**src/rtl/cpu_controller.sv**
```systemverilog
// -----------------------------------------------------------------------------
// cpu_controller
//
// Phase sequencer and control decoder for a simple accumulator CPU. One
// instruction cycle walks eight phases (instruction address/fetch/load, idle,
// operand address/fetch, ALU op, store). The two memory-fetch phases can be
// stretched by MEM_WAIT extra cycles to cover slow memory. An HLT opcode seen
// at the operand-address edge freezes the controller until reset.
//
// Parameters
//   MEM_WAIT  extra wait cycles (0..7) held in INST_FETCH and OP_FETCH
//
// Ports
//   clk     in   rising-edge clock
//   rst     in   synchronous active-high reset
//   opcode  in   [2:0] opcode from the instruction register
//   zero    in   accumulator-is-zero flag from the ALU
//   sel     out  address mux selects the PC
//   rd      out  memory read
//   ld_ir   out  load instruction register
//   inc_pc  out  increment PC
//   ld_pc   out  load PC
//   ld_ac   out  load accumulator
//   wr      out  memory write
//   data_e  out  drive data bus
//   halt    out  processor halted / halting
//   phase   out  [2:0] current phase index
// -----------------------------------------------------------------------------
module cpu_controller #(
  parameter int unsigned MEM_WAIT = 0
) (
  input  logic       clk,
  input  logic       rst,
  input  logic [2:0] opcode,
  input  logic       zero,
  output logic       sel,
  output logic       rd,
  output logic       ld_ir,
  output logic       inc_pc,
  output logic       ld_pc,
  output logic       ld_ac,
  output logic       wr,
  output logic       data_e,
  output logic       halt,
  output logic [2:0] phase
);

  typedef enum logic [2:0] {
    StInstAddr  = 3'd0,
    StInstFetch = 3'd1,
    StInstLoad  = 3'd2,
    StIdle      = 3'd3,
    StOpAddr    = 3'd4,
    StOpFetch   = 3'd5,
    StAluOp     = 3'd6,
    StStore     = 3'd7
  } phase_e;

  localparam logic [2:0] OpHlt = 3'b000;
  localparam logic [2:0] OpSkz = 3'b001;
  localparam logic [2:0] OpAdd = 3'b010;
  localparam logic [2:0] OpAnd = 3'b011;
  localparam logic [2:0] OpXor = 3'b100;
  localparam logic [2:0] OpLda = 3'b101;
  localparam logic [2:0] OpSto = 3'b110;
  localparam logic [2:0] OpJmp = 3'b111;

  localparam logic [2:0] WaitMax = 3'(MEM_WAIT);

  phase_e     phase_q, phase_d;
  logic [2:0] wait_q, wait_d;
  logic       halted_q, halted_d;
  logic       alu_op;

  // Opcodes that read an operand from memory and write the accumulator.
  assign alu_op = (opcode == OpAdd) || (opcode == OpAnd) ||
                  (opcode == OpXor) || (opcode == OpLda);

  // State register; reset wins over everything, including HALTED and mid-wait.
  always_ff @(posedge clk) begin
    if (rst) begin
      phase_q  <= StInstAddr;
      wait_q   <= '0;
      halted_q <= 1'b0;
    end else begin
      phase_q  <= phase_d;
      wait_q   <= wait_d;
      halted_q <= halted_d;
    end
  end

  // Next-state: opcode only matters for HLT entry at OP_ADDR.
  always_comb begin
    phase_d  = phase_q;
    wait_d   = wait_q;
    halted_d = halted_q;
    if (!halted_q) begin
      case (phase_q)
        StOpAddr: begin
          if (opcode == OpHlt) begin
            halted_d = 1'b1;
          end else begin
            phase_d = StOpFetch;
            wait_d  = '0;
          end
        end
        StInstFetch, StOpFetch: begin
          if (wait_q < WaitMax) begin
            wait_d = wait_q + 3'd1;
          end else begin
            wait_d  = '0;
            phase_d = phase_e'(phase_q + 3'd1);
          end
        end
        default: begin
          // Wait counter cleared so the next fetch phase starts from zero.
          wait_d  = '0;
          phase_d = phase_e'(phase_q + 3'd1);
        end
      endcase
    end
  end

  // Output decode: Moore on phase, Mealy on zero only in ALU_OP.
  always_comb begin
    sel    = 1'b0;
    rd     = 1'b0;
    ld_ir  = 1'b0;
    inc_pc = 1'b0;
    ld_pc  = 1'b0;
    ld_ac  = 1'b0;
    wr     = 1'b0;
    data_e = 1'b0;
    halt   = 1'b0;
    if (halted_q) begin
      halt = 1'b1;
    end else begin
      case (phase_q)
        StInstAddr: begin
          sel = 1'b1;
        end
        StInstFetch: begin
          sel = 1'b1;
          rd  = 1'b1;
        end
        StInstLoad, StIdle: begin
          sel   = 1'b1;
          rd    = 1'b1;
          ld_ir = 1'b1;
        end
        StOpAddr: begin
          inc_pc = 1'b1;
          halt   = (opcode == OpHlt);
        end
        StOpFetch: begin
          rd = alu_op;
        end
        StAluOp: begin
          rd     = alu_op;
          inc_pc = (opcode == OpSkz) && zero;
          ld_pc  = (opcode == OpJmp);
          data_e = (opcode == OpSto);
        end
        StStore: begin
          // rd is only set for ALU ops, wr only for STO, so they never overlap.
          rd     = alu_op;
          ld_ac  = alu_op;
          ld_pc  = (opcode == OpJmp);
          wr     = (opcode == OpSto);
          data_e = (opcode == OpSto);
        end
        default: begin
        end
      endcase
    end
  end

  assign phase = phase_q;

endmodule

```
**config.mk**
```make
export PLATFORM = sky130hd
export DESIGN_NAME = cpu_controller
export DESIGN_NICKNAME = d
export VERILOG_FILES = /design/src/rtl/cpu_controller.sv
export SDC_FILE = /design/constraint.sdc
export NUM_CORES = 1
export LEC_CHECK = 0
export BUFFER_PORTS_ARGS = -buffer_cell sky130_fd_sc_hd__buf_4
export CAP_MARGIN = 20
export CORE_AREA = 2 2 39 41
export CTS_BUF_LIST = sky130_fd_sc_hd__clkbuf_4 sky130_fd_sc_hd__clkbuf_8
export DETAILED_ROUTE_END_ITERATION = 10
export DIE_AREA = 0 0 41 43
export PLACE_DENSITY = 0.64
export SLEW_MARGIN = 0
export SYNTH_ARGS = -nofsm -noshare
export SYNTH_HDL_FRONTEND = slang
export SYNTH_SLANG_ARGS = --single-unit
```
**constraint.sdc**
```tcl
create_clock -name clk -period 1.8 [get_ports clk]
set_input_delay 0.09 -clock clk [delete_from_list [all_inputs] [get_ports clk]]
set_output_delay 0.09 -clock clk [all_outputs]
set_load 0.02 [all_outputs]
```
==> results.sh <==
export IMPL_fin_crit_ns=1.710
export IMPL_portBuffers=17
export IMPL_post_drt_wl_per_cell_um=12.22
export IMPL_ys_ff_latch=4
export IMPL_grt_max_degree=18
export IMPL_power_total_uw=779.1
export IMPL_netlist_top_cells_area="ha_1 21%, dfxtp_1 20%, a21oi_1 8.5%"
export IMPL_drt_vias_per_instance=5.116
export IMPL_yosys_area_top_type="ha_1"
export IMPL_p_sw_share_pct=45.57
export IMPL_finalSetupViolCount=0
export IMPL_fin_util_pct=43.49
export IMPL_final_nets=85
export IMPL_internal_power_uw=424.1
export IMPL_p_clk_share_pct=14.0
export IMPL_area_growth_pct=46.65
export IMPL_vdd_drop_max_mv=0.5452
export IMPL_cp_data_required_time_ns=1.71
export IMPL_synth_top_area_share_pct=21.34
export IMPL_first_iter_violations=2
export IMPL_seqPwrFrac_pct=20.9
export IMPL_grt_use_total_pct=14.73
export IMPL_fin_area_um2=601.8
export IMPL_tightest_slew_ns=0.4868
export IMPL_post_dp_cell_area_um2=559.3
export IMPL_antenna_found_initial=0
export IMPL_p_comb_share_pct=65.1
export IMPL_cp_end_kind="output pin"
export IMPL_fmax_mhz=584.9
export IMPL_mostFrequentLayoutCells="17 x buf_4, 6 x ha_1, 5 x a21oi_1"
export IMPL_ys_seq_area_share_pct=19.51
export IMPL_die_y_um=43
export IMPL_drv_slew=0
export IMPL_fin_crit_sh_pct=94.98
export IMPL_p_sw_uw=355.0
export IMPL_postRouteAntennaNets=0
export IMPL_vias=440
export IMPL_arrival_ns=1.62
export IMPL_syn_nets=64
export IMPL_antenna_cells=0
export IMPL_syn_inst=51
export IMPL_cts_root_buffer="clkbuf_4"
export IMPL_core_area_mm2=0.001384
export IMPL_p_per_area_mw_per_mm2=1295
export IMPL_hold_path_class="in2reg"
export IMPL_grt_pass1_vias=421
export IMPL_placementRows=14
export IMPL_status="finished, final reports clean"
export IMPL_cp_start_kind="register"
export IMPL_pin_count=18
export IMPL_drc_errors=0
export IMPL_clock_path_buffers=2
export IMPL_firstDrtPassIters=4
export IMPL_maxCapViolations=0
export IMPL_final_common_cell="buf_4"
export IMPL_final_hold_viol_count=0
export IMPL_place_gp_congestion=0.7589
export IMPL_die_w_um=41
export IMPL_ys_warn_count=0
export IMPL_syn_area_per_cell_um2=8.047
export IMPL_leakage_uw=0.0002686
export IMPL_drive_gt1_share_pct=45.71
export IMPL_htree_levels=1
export IMPL_initial_core_util_pct=29.66
export IMPL_synthesis_area_um2=410.4
export IMPL_die_area_mm2=0.001763
export IMPL_overflow=0
export IMPL_cp_max_fo=5
export IMPL_cts_sinks=4
export IMPL_critPathKind="reg2out"
export IMPL_grt_pass1_wl_um=1780
export IMPL_wl_um=1051
export IMPL_slew_headroom_pct=67.50
export IMPL_dp_hpwl_um=756
export IMPL_synth_distinct_cells=23
export IMPL_cts_tree="done"
export IMPL_post_cts_repair_setup_buffers=0
export IMPL_insertion_delay_ns=0.23
export IMPL_cts_buffers=3
export IMPL_path_clk_slew_ns=0.03
export IMPL_skew_ns=0.002256
-- layout make-up --
class / instances / area [um2]
fill: 146 / 782.0
multi-input combinational: 43 / 335.3
timing repair buffer: 17 / 127.6
sequential: 4 / 85.08
clock buffer: 3 / 22.52
tap: 16 / 20.02
inverter: 3 / 11.26
-- stage by stage --
step / setup slack, ns / hold WS, ns / TNS, ns / std cells
CTS: 0.001737 / 0.06778 / 0 / 86
detailed placement: 0.2142 / 0.3201 / 0 / 83
finish: 0.09040 / 0.07764 / 0 / 86
floorplan: 0.05592 / 0.1591 / 0 / 51
global placement: 0.2324 / 0.3102 / 0 / 83
global route: -0.01244 / 0.07173 / -0.02012 / 86
-- cell usage after synthesis (all sizes together) --
cell type,n
a21oi,7
nand2b,1
nor4,1
o32ai,2
o211ai,1
or2,3
o21ai,1
nor2,3
a41oi,1
nand3b,1
nor3b,1
nor3,3
ha,7
nand2,3
o21ba,1
inv,3
dfxtp,4
or3,2
or4b,1
nor4b,2
mux2i,1
buf,1
xnor2,1
-- critical path, stage by stage, from the launching register on --
cell and delay [ns]:
dfxtp_4 0.36, inv_2 0.05, ha_2 0.20, or2_2 0.33, a21oi_2 0.17, o32ai_1 0.10
buf_4 0.18
-- repair_timing --
item	4_1_cts	5_1_grt
hold buffers	0	0
setup endpoints to repair	3	5
gates cloned	0	0
gates resized for setup	2	6
endpoints found under the hold margin	0	0
-- cells by family after synthesis --
kind of cell             share of synthesized area [%]
AND/OR/NAND/NOR                                  30.19
AO/OA/AOI/OAI                                    20.43
adder cells (fa/ha/maj)                          21.34
buffers and inverters                            3.962
flip-flops                                       19.51
XOR/XNOR                                         2.135
multiplexers                                     2.439
-- metal layers --
metal	vias up	track usage, %	wire, um
met5	-	0	0
met4	0	10.00	0
met3	0	3.141	83
met2	16	21.56	513
met1	195	18.21	454
li1	229	-	-
-- state kept, by name, indices dropped and copies added (netlist names) --
| name | cells |
|---|---|
| halted_q | 1 |
| phase | 3 |
-- worst paths after layout --
path	endpoint	depth (start not counted)	slack (ns)	startpoint
max	rd	6	0.09	phase[0]
max reg2reg	phase[2]	4	0.36	phase[2]
min reg2reg	phase[1]	2	0.53	phase[1]
min	phase[2]	2	0.08	rst
-- power groups by stage --
| stage | Combinational [uW] | Sequential [uW] | Clock [uW] |
|---|---|---|---|
| final | 507 | 163 | 109 |
| after global routing | 560 | 170 | 127 |
| after CTS | 485 | 159 | 117 |
| after global placement | 483 | 158 | 0 |
| after detailed placement | 482 | 159 | 0 |
| after floorplan | 288 | 176 | 0 |
Note: power is estimated with default switching activity, not from simulation.
